$ cat config.mk
export PLATFORM = sky130hd
export DESIGN_NAME = dm_arbiter_flat
export DESIGN_NICKNAME = d
export VERILOG_FILES = /design/src/rtl/dm_arbiter_if.sv /design/src/rtl/dm_arbiter.sv /design/src/flat_wrapper.sv
export SDC_FILE = /design/constraint.sdc
export NUM_CORES = 1
export LEC_CHECK = 0
export ABC_AREA = 0
export CAP_MARGIN = 10
export CELL_PAD_IN_SITES_DETAIL_PLACEMENT = 2
export CELL_PAD_IN_SITES_GLOBAL_PLACEMENT = 2
export CORE_MARGIN = 2
export CORE_UTILIZATION = 21
export DETAILED_ROUTE_END_ITERATION = 16
export HOLD_SLACK_MARGIN = 0.02
export PLACE_DENSITY_LB_ADDON = 0.1
export SLEW_MARGIN = 20
export SYNTH_ARGS = -nofsm -noshare
export SYNTH_HDL_FRONTEND = slang
export SYNTH_SLANG_ARGS = --single-unit
$ cat constraint.sdc
create_clock -name clk -period 2.15 [get_ports clk]
set_input_delay 0.3225 -clock clk [delete_from_list [all_inputs] [get_ports clk]]
set_output_delay 0.3225 -clock clk [all_outputs]
set_load 0.01 [all_outputs]
$ cat src/rtl/dm_arbiter_if.sv
// Bundle of the two requester ports and the data_memory port seen by dm_arbiter.
// slave is the arbiter's view; master is the requesters plus the memory.
interface dm_arbiter_if;
    logic       req_a;
    logic       req_b;
    logic       we_a;
    logic       we_b;
    logic [3:0] addr_a;
    logic [3:0] addr_b;
    logic [3:0] wdata_a;
    logic [3:0] wdata_b;
    logic       gnt_a;
    logic       gnt_b;
    logic       rvalid_a;
    logic       rvalid_b;
    logic [3:0] rdata;
    logic [3:0] mem_address;
    logic [3:0] mem_data;
    logic       mem_wren;
    logic [3:0] mem_q;
    logic       busy;

    modport slave (
        input  req_a, req_b, we_a, we_b, addr_a, addr_b, wdata_a, wdata_b, mem_q,
        output gnt_a, gnt_b, rvalid_a, rvalid_b, rdata, mem_address, mem_data,
               mem_wren, busy
    );

    modport master (
        output req_a, req_b, we_a, we_b, addr_a, addr_b, wdata_a, wdata_b, mem_q,
        input  gnt_a, gnt_b, rvalid_a, rvalid_b, rdata, mem_address, mem_data,
               mem_wren, busy
    );
endinterface

$ cat src/rtl/dm_arbiter.sv
// Round-robin arbiter sharing the 16x4 data memory between the computational
// unit (port A) and the host/debug loader (port B), with a bounded hold time.
module dm_arbiter #(
    parameter int unsigned MAX_HOLD = 4
) (
    input  logic        clk,
    input  logic        reset,
    dm_arbiter_if.slave bus
);
    typedef enum logic [1:0] {
        IDLE  = 2'd0,
        OWN_A = 2'd1,
        OWN_B = 2'd2
    } state_t;

    localparam logic [3:0] HOLD_LAST = 4'(MAX_HOLD - 1);

    state_t     state_r, state_nx_s;
    logic       last_b_r, last_b_nx_s;
    logic [3:0] hold_r, hold_nx_s;
    logic       access_a_s, access_b_s;
    logic       gnt_a_r, gnt_b_r, busy_r;
    logic       rvalid_a_r, rvalid_b_r;
    logic [3:0] mem_address_s, mem_data_s;
    logic       mem_wren_s;

    assign access_a_s = (state_r == OWN_A) && bus.req_a;
    assign access_b_s = (state_r == OWN_B) && bus.req_b;

    // Next-state: every handoff passes through IDLE so the bus never changes owner back-to-back
    always_comb begin
        state_nx_s  = state_r;
        last_b_nx_s = last_b_r;
        hold_nx_s   = hold_r;
        case (state_r)
            IDLE: begin
                if (bus.req_a && (!bus.req_b || last_b_r)) begin
                    state_nx_s  = OWN_A;
                    last_b_nx_s = 1'b0;
                    hold_nx_s   = 4'd0;
                end else if (bus.req_b) begin
                    state_nx_s  = OWN_B;
                    last_b_nx_s = 1'b1;
                    hold_nx_s   = 4'd0;
                end else begin
                    state_nx_s = IDLE;
                end
            end
            OWN_A: begin
                if (!bus.req_a) begin
                    state_nx_s = IDLE;
                end else if (hold_r == HOLD_LAST) begin
                    if (bus.req_b) begin
                        state_nx_s = IDLE;
                    end else begin
                        hold_nx_s = hold_r;
                    end
                end else begin
                    hold_nx_s = hold_r + 4'd1;
                end
            end
            OWN_B: begin
                if (!bus.req_b) begin
                    state_nx_s = IDLE;
                end else if (hold_r == HOLD_LAST) begin
                    if (bus.req_a) begin
                        state_nx_s = IDLE;
                    end else begin
                        hold_nx_s = hold_r;
                    end
                end else begin
                    hold_nx_s = hold_r + 4'd1;
                end
            end
            default: begin
                state_nx_s = IDLE;
            end
        endcase
    end

    // Arbitration state, grants and read-valid pulses
    always_ff @(posedge clk or posedge reset) begin
        if (reset) begin
            state_r    <= IDLE;
            last_b_r   <= 1'b1;
            hold_r     <= 4'd0;
            gnt_a_r    <= 1'b0;
            gnt_b_r    <= 1'b0;
            busy_r     <= 1'b0;
            rvalid_a_r <= 1'b0;
            rvalid_b_r <= 1'b0;
        end else begin
            state_r    <= state_nx_s;
            last_b_r   <= last_b_nx_s;
            hold_r     <= hold_nx_s;
            gnt_a_r    <= (state_nx_s == OWN_A);
            gnt_b_r    <= (state_nx_s == OWN_B);
            busy_r     <= (state_nx_s != IDLE);
            rvalid_a_r <= access_a_s && !bus.we_a;
            rvalid_b_r <= access_b_s && !bus.we_b;
        end
    end

    // Memory steering: only a live access cycle may drive the memory port
    always_comb begin
        mem_address_s = 4'd0;
        mem_data_s    = 4'd0;
        mem_wren_s    = 1'b0;
        if (access_a_s) begin
            mem_address_s = bus.addr_a;
            mem_data_s    = bus.wdata_a;
            mem_wren_s    = bus.we_a;
        end else if (access_b_s) begin
            mem_address_s = bus.addr_b;
            mem_data_s    = bus.wdata_b;
            mem_wren_s    = bus.we_b;
        end else begin
            mem_address_s = 4'd0;
            mem_data_s    = 4'd0;
            mem_wren_s    = 1'b0;
        end
    end

    assign bus.gnt_a       = gnt_a_r;
    assign bus.gnt_b       = gnt_b_r;
    assign bus.busy        = busy_r;
    assign bus.rvalid_a    = rvalid_a_r;
    assign bus.rvalid_b    = rvalid_b_r;
    assign bus.rdata       = bus.mem_q;
    assign bus.mem_address = mem_address_s;
    assign bus.mem_data    = mem_data_s;
    assign bus.mem_wren    = mem_wren_s;
endmodule

$ cat src/flat_wrapper.sv
// flat-port wrapper written by rule: the top's interface ports become plain ports
module dm_arbiter_flat 
#(
    parameter int unsigned MAX_HOLD = 4
)
  (clk, reset, bus_req_a, bus_req_b, bus_we_a, bus_we_b, bus_addr_a, bus_addr_b, bus_wdata_a, bus_wdata_b, bus_mem_q, bus_gnt_a, bus_gnt_b, bus_rvalid_a, bus_rvalid_b, bus_rdata, bus_mem_address, bus_mem_data, bus_mem_wren, bus_busy);
  dm_arbiter_if bus_i ();
  input  logic clk;
  input  logic reset;
  input wire logic [$bits(bus_i.req_a)-1:0] bus_req_a;
  input wire logic [$bits(bus_i.req_b)-1:0] bus_req_b;
  input wire logic [$bits(bus_i.we_a)-1:0] bus_we_a;
  input wire logic [$bits(bus_i.we_b)-1:0] bus_we_b;
  input wire logic [$bits(bus_i.addr_a)-1:0] bus_addr_a;
  input wire logic [$bits(bus_i.addr_b)-1:0] bus_addr_b;
  input wire logic [$bits(bus_i.wdata_a)-1:0] bus_wdata_a;
  input wire logic [$bits(bus_i.wdata_b)-1:0] bus_wdata_b;
  input wire logic [$bits(bus_i.mem_q)-1:0] bus_mem_q;
  output wire logic [$bits(bus_i.gnt_a)-1:0] bus_gnt_a;
  output wire logic [$bits(bus_i.gnt_b)-1:0] bus_gnt_b;
  output wire logic [$bits(bus_i.rvalid_a)-1:0] bus_rvalid_a;
  output wire logic [$bits(bus_i.rvalid_b)-1:0] bus_rvalid_b;
  output wire logic [$bits(bus_i.rdata)-1:0] bus_rdata;
  output wire logic [$bits(bus_i.mem_address)-1:0] bus_mem_address;
  output wire logic [$bits(bus_i.mem_data)-1:0] bus_mem_data;
  output wire logic [$bits(bus_i.mem_wren)-1:0] bus_mem_wren;
  output wire logic [$bits(bus_i.busy)-1:0] bus_busy;
  assign bus_i.req_a = bus_req_a;
  assign bus_i.req_b = bus_req_b;
  assign bus_i.we_a = bus_we_a;
  assign bus_i.we_b = bus_we_b;
  assign bus_i.addr_a = bus_addr_a;
  assign bus_i.addr_b = bus_addr_b;
  assign bus_i.wdata_a = bus_wdata_a;
  assign bus_i.wdata_b = bus_wdata_b;
  assign bus_i.mem_q = bus_mem_q;
  assign bus_gnt_a = bus_i.gnt_a;
  assign bus_gnt_b = bus_i.gnt_b;
  assign bus_rvalid_a = bus_i.rvalid_a;
  assign bus_rvalid_b = bus_i.rvalid_b;
  assign bus_rdata = bus_i.rdata;
  assign bus_mem_address = bus_i.mem_address;
  assign bus_mem_data = bus_i.mem_data;
  assign bus_mem_wren = bus_i.mem_wren;
  assign bus_busy = bus_i.busy;
  dm_arbiter #(.MAX_HOLD(MAX_HOLD)) u_core (.clk(clk), .reset(reset), .bus(bus_i));
endmodule
# Yosys cells after proc, flatten, opt, wreduce, memory -nomap -nowiden
# Cells that the tools add are included.
[op_classes]
addsub = 1
n_mul = 0
div_mod_pow = 0
n_lt_le_gt_ge = 0
n_eq_ne = 8
shifts = 0
mux = 23
bitwise = 0
n_reduce_logical = 15
[op_table]
columns = ["op", "count"]
rows = [
  ["$mux 4", 9],
  ["$mux 2", 8],
  ["$pmux 4 s3", 1],
  ["$pmux 2 s3", 1],
  ["$logic_and 1x1->1", 5],
  ["$add 4x1->4 const B", 1],
  ["$eq 2x1->1 const B", 2],
  ["$eq 2x2->1 const B", 2],
  ["$eq 4x2->1 const B", 1],
  ["$mux 1", 4],
  ["$ne 2x2->1 const B", 2],
  ["$reduce_and 4->1", 1],
  ["$reduce_bool 2->1", 2],
  ["$logic_not 1->1", 3],
  ["$ne 3x2->1 const B", 1],
  ["$reduce_bool 3->1", 1],
  ["$logic_not 2->1", 1],
  ["$reduce_and 2->1", 1],
  ["$logic_or 1x1->1", 1],
]
[totals]
regBits = 12
latchBits = 0
mem_bits_rw = 0
rom_bits = 0
input_bits = 26
out_inout_bits = 18
wordCells = 55
mem_count = 0

# Depth between registers and ports, before layout
# Gate-level depths: netlist of the first run.
[depth]
word_depth = 6
depth_mapped = 6
depth_no_buf = 6

# Least setup slack after synthesis of the first run
# Ideal clock, no wire load.
[synth_timing]
path_kind = "flip-flop to output port"
from = "register u_core.state_r[1]"
to = "output port bus_mem_address[0]"
t_arrival_ns = 1.329
required_ns = 1.827
path_slack_ns = 0.499
path_stages_with_launch = 7
n_path_buf = 1
path_cell_list = "dfrtp_1 inv_1 ha_1 and2_1 buf_2 nor2_4 a22o_1"
[synth_between]
elab_chain_len = 4
elab_cells_between_ends = 6
classes_between = "eq/ne: 2; mux: 2; reduce/logical: 2"
[synth_rtl]
columns = ["item", "line_no", "source"]
rows = [
  ["from (decl)", "dm_arbiter.sv:18", "state_t state_r, state_nx_s;"],
  ["from (signal assigned)", "dm_arbiter.sv:93", "state_r <= state_nx_s;"],
  ["$eq 2x2->1", "dm_arbiter.sv:28", "assign access_b_s = (state_r == OWN_B) && bus.req_b;"],
  ["$logic_and 1x1->1", "dm_arbiter.sv:28", ""],
  ["$mux 4", "dm_arbiter.sv:113", "end else if (access_b_s) begin"],
  ["$mux 4 (*)", "dm_arbiter.sv:109", "if (access_a_s) begin"],
  ["to (decl)", "flat_wrapper.sv:24", "output wire logic [$bits(bus_i.mem_address)-1:0] bus_mem_address;"],
]
# Every way passes the cells marked *; elsewhere a longest branch is shown, timed or not.

# Final worst setup path of the first run
[layout_timing]
from = "register u_core.state_r[0]"
to = "output port bus_mem_address[3]"
# The elaborated chain is that of the path after synthesis.

==> key figures, run 1 <==
STA
  – Worst Skew: 3.74 ps
  – Worst Hold Slack: 412 ps
  – Final min period: 2040 ps
  – RSZ-0062 raised after global routing: no
  – Slew Viols, Final: 0
  – Slew HR: 67.7%
  – Fmax: 0.491 GHz
  – Final Cycle Share: 94.8%
  – Total negative slack: 0 ps
  – Final setup fails: 0
  – Final Hold Viols: 0
  – Slew of the pin with the lowest slew margin: 484 ps

Finish
  – Most frequent cells in the layout: clkdlybuf4s50_1 (26), a22o_1 (10), buf_4 (10), dfrtp_1 (10), nand2_1 (8)
  – Layout cells sized above 1: 22.1%
  – Non-Filler Instances: 179
  – Final core occ: 37.0%
  – Nets: 163
  – Fill cells: 426
  – Antenna diode count: 0
  – Syn-to-layout area delta: 67.1%
  – Most common cell after layout, fill and taps aside: clkdlybuf4s50_1

Placed design
  – Inst Count DP: 171
  – Post-DP HPWL: 2.27 mm
  – GP Congestion: 0.683
  – Buffers on Ports: 35

Clock network
  – Clk slew on worst S/H paths: 60 ps
  – # hold bufs at CTS: 0
  – H-tree Lvls: 1
  – CTS Buffer Depth: 2
  – Sink Count: 12
  – CTS buffer count: 3
  – Worst-Skew Late Latency: 240 ps
  – CTS tree: yes
  – CTS root buffer: clkbuf_8

Yosys
  – Syn Inst Count: 85
  – Avg Synthesized Cell Area: 9.67 um2
  – Yosys warning count: 0
  – Synthesized Nets: 116
  – Post-synthesis sequential area ratio: 36.7%
  – Yosys reg bits: 12
  – Synth unique cells: 29
  – Cell Area, Synth: 822 um2

Power
  – Total power: 1.48 mW
  – Power Density: 1080 mW/mm2
  – Pleak: 0.633 nW
  – Peak supply drop: 396 uV

Critical path
  – CP Capture Type: output pin
  – Flop-to-flop setup slack: 260 ps
  – Critical path type: reg -> out
  – Worst r2r src: u_core.state_r[0]$_DFF_PP0_
  – Reg2reg path depth: 7
  – Critical path arrival: 1720 ps
  – Worst endpoint required time: 1830 ps
  – CP Max Fanout: 9
  – CP startpoint kind: flop
  – Reg-to-reg critical path endpoint: u_core.hold_r[1]$_DFFE_PP0P_

GRT
  – Largest net degree at the start of global routing: 13
  – Met2 usage: 27.3%
  – All-layer global routing usage: 14.6%
  – Initial antenna violation count: 0
  – GR peak layer: met2
  – Met3 usage: 3.04%
  – GR Util met1: 17.1%
  – First-pass GRT wire length: 4.77 mm
  – GRT overflow: 0
  – Vias in the first global route: 939

Floorplanning
  – Starting density of the core: 22.1%
  – Core area: 0.00372 mm2
  – Die area: 0.00443 mm2
  – Die width: 66.6 um
  – Die H: 66.6 um
  – I/O pins: 44
  – Site Rows: 22

Route
  – WL per Instance: 16.5 um
  – Violation count after the first detailed-routing iteration: 11
  – DRT Pass-1 Iters: 3
  – DRC viols: 0
  – Via count: 846
  – Via/cell ratio: 4.73
  – Final WL: 2.96 mm
  – Routed Antenna Nets: 0

Hold path
  – Worst min-delay path class: in -> async

Run status
  – Status: finished clean

Job
  – Max-cap violations: 0
[stage by stage]
step	worst slack (ps)	area, um2
CTS	19.9	1370
global route	21.4	1370
global placement	-40.6	1260
finish	112	1370
floorplan	499	822
detailed placement	-90.0	1260
[cells by family (layout without fill, tap and decap cells)]
kind of cell | after synthesis | after routing | share of synthesized area [%]
adders and majority gates | 5 | 5 | 7.61
DFF | 12 | 12 | 36.7
and+or+nand+nor | 35 | 36 | 23.9
AOI/OAI and AO/OA | 24 | 24 | 25.7
buffers and inverters | 9 | 54 | 6.09
[registers in the layout, summed over array words and instances, names as in the netlist]
signal               flops
u_core.state_r           2
u_core.bus.rvalid_a      1
u_core.bus.rvalid_b      1
u_core.bus.gnt_b         1
u_core.bus.busy          1
u_core.last_b_r          1
u_core.hold_r            4
u_core.bus.gnt_a         1
[cell usage after synthesis]
cell        n  share of area (%)
or2_1       1               0.76
and4bb_1    2                3.0
nand4b_1    1                1.1
a31oi_1     2                1.5
and3_1      3                2.3
o31ai_1     1               0.91
o2bb2ai_2   2                3.7
dfrtp_1    11                 33
o211ai_1    1               0.91
nor3b_1     2                1.8
nor4_1      1               0.76
nand3_1     4                2.4
and2_1      1               0.76
a21oi_1     1               0.61
buf_2       1               0.61
o22ai_4     1                2.4
a32o_1      1                1.2
dfstp_2     1                3.2
nor2_1      7                3.2
a22o_1     10                 11
nor2b_1     3                2.3
nor2_4      1                1.4
inv_1       4                1.8
ha_1        5                7.6
o21a_1      1               0.91
nand2_1     9                4.1
o21ai_1     3                1.8
buf_4       4                3.7
a211o_1     1                1.1
[routing by layer]
| layer | vias up | wire (um) |
|---|---|---|
| met1 | 421 | 1280 |
| met2 | 16 | 1580 |
| met5 | - | 0 |
| met4 | 0 | 14 |
| met3 | 4 | 85 |
| li1 | 405 | - |
[where the power goes]
group / switching (mW) / internal, mW / leakage (nW)
clock network: 0.0853 / 0.162 / 0.0288
registers: 0.0606 / 0.309 / 0.156
logic: 0.435 / 0.433 / 0.449
[worst max path at each step]
| stage | slack (ps) | start | cells past startpoint | endpoint |
|---|---|---|---|---|
| 2_1_floorplan | 500 | u_core.state_r[1]$_DFF_PP0_ | 6 | bus_mem_address[0] |
| 3_3_place_gp | -40 | bus_req_a | 5 | bus_mem_address[0] |
| 3_5_place_dp | -90 | bus_req_a | 5 | bus_mem_address[0] |
| 4_1_cts | 20 | u_core.state_r[0]$_DFF_PP0_ | 7 | bus_mem_address[0] |
| 5_1_grt | 20 | u_core.state_r[0]$_DFF_PP0_ | 6 | bus_mem_address[3] |
| 6_report | 110 | u_core.state_r[0]$_DFF_PP0_ | 5 | bus_mem_address[3] |
[area by class of cell]
cell class | count | area [um2] | share of cell area (%)
clock buffer | 4 | 55.1 | 4.01
inverter | 4 | 15.0 | 1.09
multi-input combinational | 65 | 517 | 37.6
sequential | 12 | 303 | 22.0
tap | 48 | 60.1 | 4.37
timing repair buffer | 46 | 424 | 30.9
[worst max-delay path, cell delays in order, from the launching register on]
cell and delay [ps]:
dfrtp_2 450, ha_4 190, and2_4 180, buf_6 140, a22o_1 220, dlygate4sd2_1 280
[timing repair]
| item | CTS | global route |
|---|---|---|
| pin swaps | 3 | 0 |
| resized for setup | 21 | 5 |
| endpoints found under the setup margin | 9 | 5 |
| setup buffers | 3 | 0 |
| cloned | 1 | 0 |
Note: power is estimated with default switching activity, not from simulation.
==> inputs of run 2 (changes only) <==
CORE_MARGIN = unset   (was 2)
clock period = 2.2 ns   (was 2.15 ns; I/O delays follow)
==> key figures, run 2 (same netlist as run 1, synthesis figures left out) <==
STA
  – Final min period: 2080 ps
  – Slew Viols, Final: 0
  – Final Cycle Share: 94.6%
  – Final Hold Viols: 0
  – Final setup fails: 0
  – Slew of the pin with the lowest slew margin: 507 ps
  – Slew HR: 66.1%
  – RSZ-0062 raised after global routing: no
  – Worst Skew: 5.32 ps
  – Final WS setup: 119 ps
  – Fmax: 0.480 GHz

Critical path
  – Worst endpoint required time: 1870 ps
  – CP Capture Type: output pin
  – Reg2reg path depth: 7
  – Critical path type: reg -> out
  – Flop-to-flop setup slack: 370 ps
  – CP startpoint kind: flop
  – Reg-to-reg critical path endpoint: u_core.hold_r[1]$_DFFE_PP0P_
  – CP Max Fanout: 4
  – Worst r2r src: u_core.state_r[0]$_DFF_PP0_
  – Critical path arrival: 1750 ps

Floorplanning
  – I/O pins: 44
  – Starting density of the core: 22.1%
  – Site Rows: 22
  – Die width: 64.6 um
  – Die area: 0.00417 mm2
  – Core area: 0.00372 mm2
  – Die H: 64.6 um

GRT
  – Vias in the first global route: 918
  – Largest net degree at the start of global routing: 13
  – Initial antenna violation count: 0
  – GRT overflow: 0
  – All-layer global routing usage: 14.2%
  – First-pass GRT wire length: 4.57 mm

Finish
  – Fill cells: 419
  – Final core occ: 36.5%
  – Nets: 162
  – Antenna diode count: 0
  – Syn-to-layout area delta: 65.1%
  – Non-Filler Instances: 178
  – Top flop regs: u_core.hold_r (4), u_core.state_r (2)
  – Most common cell after layout, fill and taps aside: clkdlybuf4s50_1
  – Layout cells sized above 1: 20.0%
  – Most frequent cells in the layout: clkdlybuf4s50_1 (26), a22o_1 (10), dfrtp_1 (10)
  – Most flops, register: u_core.hold_r
  – Max FFs per register: 4

Route
  – Via count: 820
  – DRC viols: 0
  – WL per Instance: 15.5 um
  – Final WL: 2.76 mm
  – DRT Pass-1 Iters: 3
  – Violation count after the first detailed-routing iteration: 28
  – Routed Antenna Nets: 0
  – Via/cell ratio: 4.61

Job
  – Max-cap violations: 0

Clock network
  – H-tree Lvls: 1
  – # hold bufs at CTS: 0
  – Sink Count: 12
  – CTS tree: yes
  – Worst-Skew Late Latency: 240 ps
  – CTS Buffer Depth: 2
  – CTS buffer count: 3
  – CTS root buffer: clkbuf_8
  – Clk slew on worst S/H paths: 60 ps

Placed design
  – Inst Count DP: 170
  – Pre-CTS worst setup slack: -19.8 ps
  – Buffers on Ports: 35
  – Post-DP HPWL: 2.10 mm
  – GP Congestion: 0.686

Power
  – Internal power: 0.869 mW
  – Seq pwr share: 25.0%
  – Combinational share of power: 57.7%
  – Peak supply drop: 360 uV
  – Power Density: 1050 mW/mm2
  – Pleak: 0.636 nW
  – Net Sw Frac: 39.0%
  – Clock Power Share: 17.3%
  – NetSw: 0.555 mW

Hold path
  – Worst min-delay path class: in -> async

Run status
  – Status: finished clean
## run 2: critical path, cell delays in order (launching register included)
cell	delay, ps
dfrtp_1	400
buf_4	160
ha_2	190
nand2_4	100
nor2_4	50
buf_4	140
a22o_1	170
dlygate4sd2_1	280
## run 2: cell type report
type | count | area [um2] | share of cell area (%)
clock buffer | 4 | 55.1 | 4.06
sequential | 12 | 303 | 22.3
multi-input combinational | 65 | 507 | 37.3
tap | 48 | 60.1 | 4.42
inverter | 4 | 15.0 | 1.11
timing repair buffer | 45 | 418 | 30.8
## run 2: what timing repair did
item | CTS | global route
gates resized for setup | 18 | 2
setup buffers | 3 | 0
pin swaps | 2 | 1
gates cloned | 1 | 0
setup endpoints to repair | 9 | 5
## run 2: metrics by stage
stage | cell area, um2 | setup TNS, ps | power [mW] | hold slack, ps
after floorplan | 822 | 0 | 0.800 | 194
after global placement | 1250 | 0 | 1.12 | 526
after detailed placement | 1250 | -79.7 | 1.14 | 542
after CTS | 1350 | 0 | 1.43 | 450
after global routing | 1360 | 0 | 1.54 | 493
final | 1360 | 0 | 1.42 | 427
## run 2: per-layer routing
layer  track usage (%)  vias up  wire (um)
li1                  -      401          -
met1              18.6      400       1280
met2              24.1       17       1390
met3              3.17        2         80
met4              1.94        0          2
met5                 0        -          0
## run 2: how the worst max path moves through the flow
stage	startpoint	to	slack, ps	depth (start not counted)
2_1_floorplan	u_core.state_r[1]$_DFF_PP0_	bus_mem_address[0]	540	6
3_3_place_gp	bus_req_a	bus_mem_data[2]	6	5
3_5_place_dp	bus_req_a	bus_mem_address[2]	-20	5
4_1_cts	u_core.state_r[1]$_DFF_PP0_	bus_mem_address[2]	20	7
5_1_grt	u_core.state_r[1]$_DFF_PP0_	bus_mem_data[1]	60	7
6_report	u_core.state_r[1]$_DFF_PP0_	bus_mem_address[2]	120	7
## run 2: power by group through the flow
stage / combinational (mW) / clock, mW / sequential, mW
floorplan: 0.438 / 0 / 0.362
global placement: 0.768 / 0 / 0.349
detailed placement: 0.784 / 0 / 0.355
CTS: 0.822 / 0.254 / 0.356
global route: 0.914 / 0.262 / 0.361
finish: 0.821 / 0.247 / 0.356
==> inputs of run 3 (changes only) <==
CTS_CLUSTER_DIAMETER = 50   (was unset)
==> results of run 3 <==
Same layout as run 2: the final DEF is identical, and so are final timing and power.
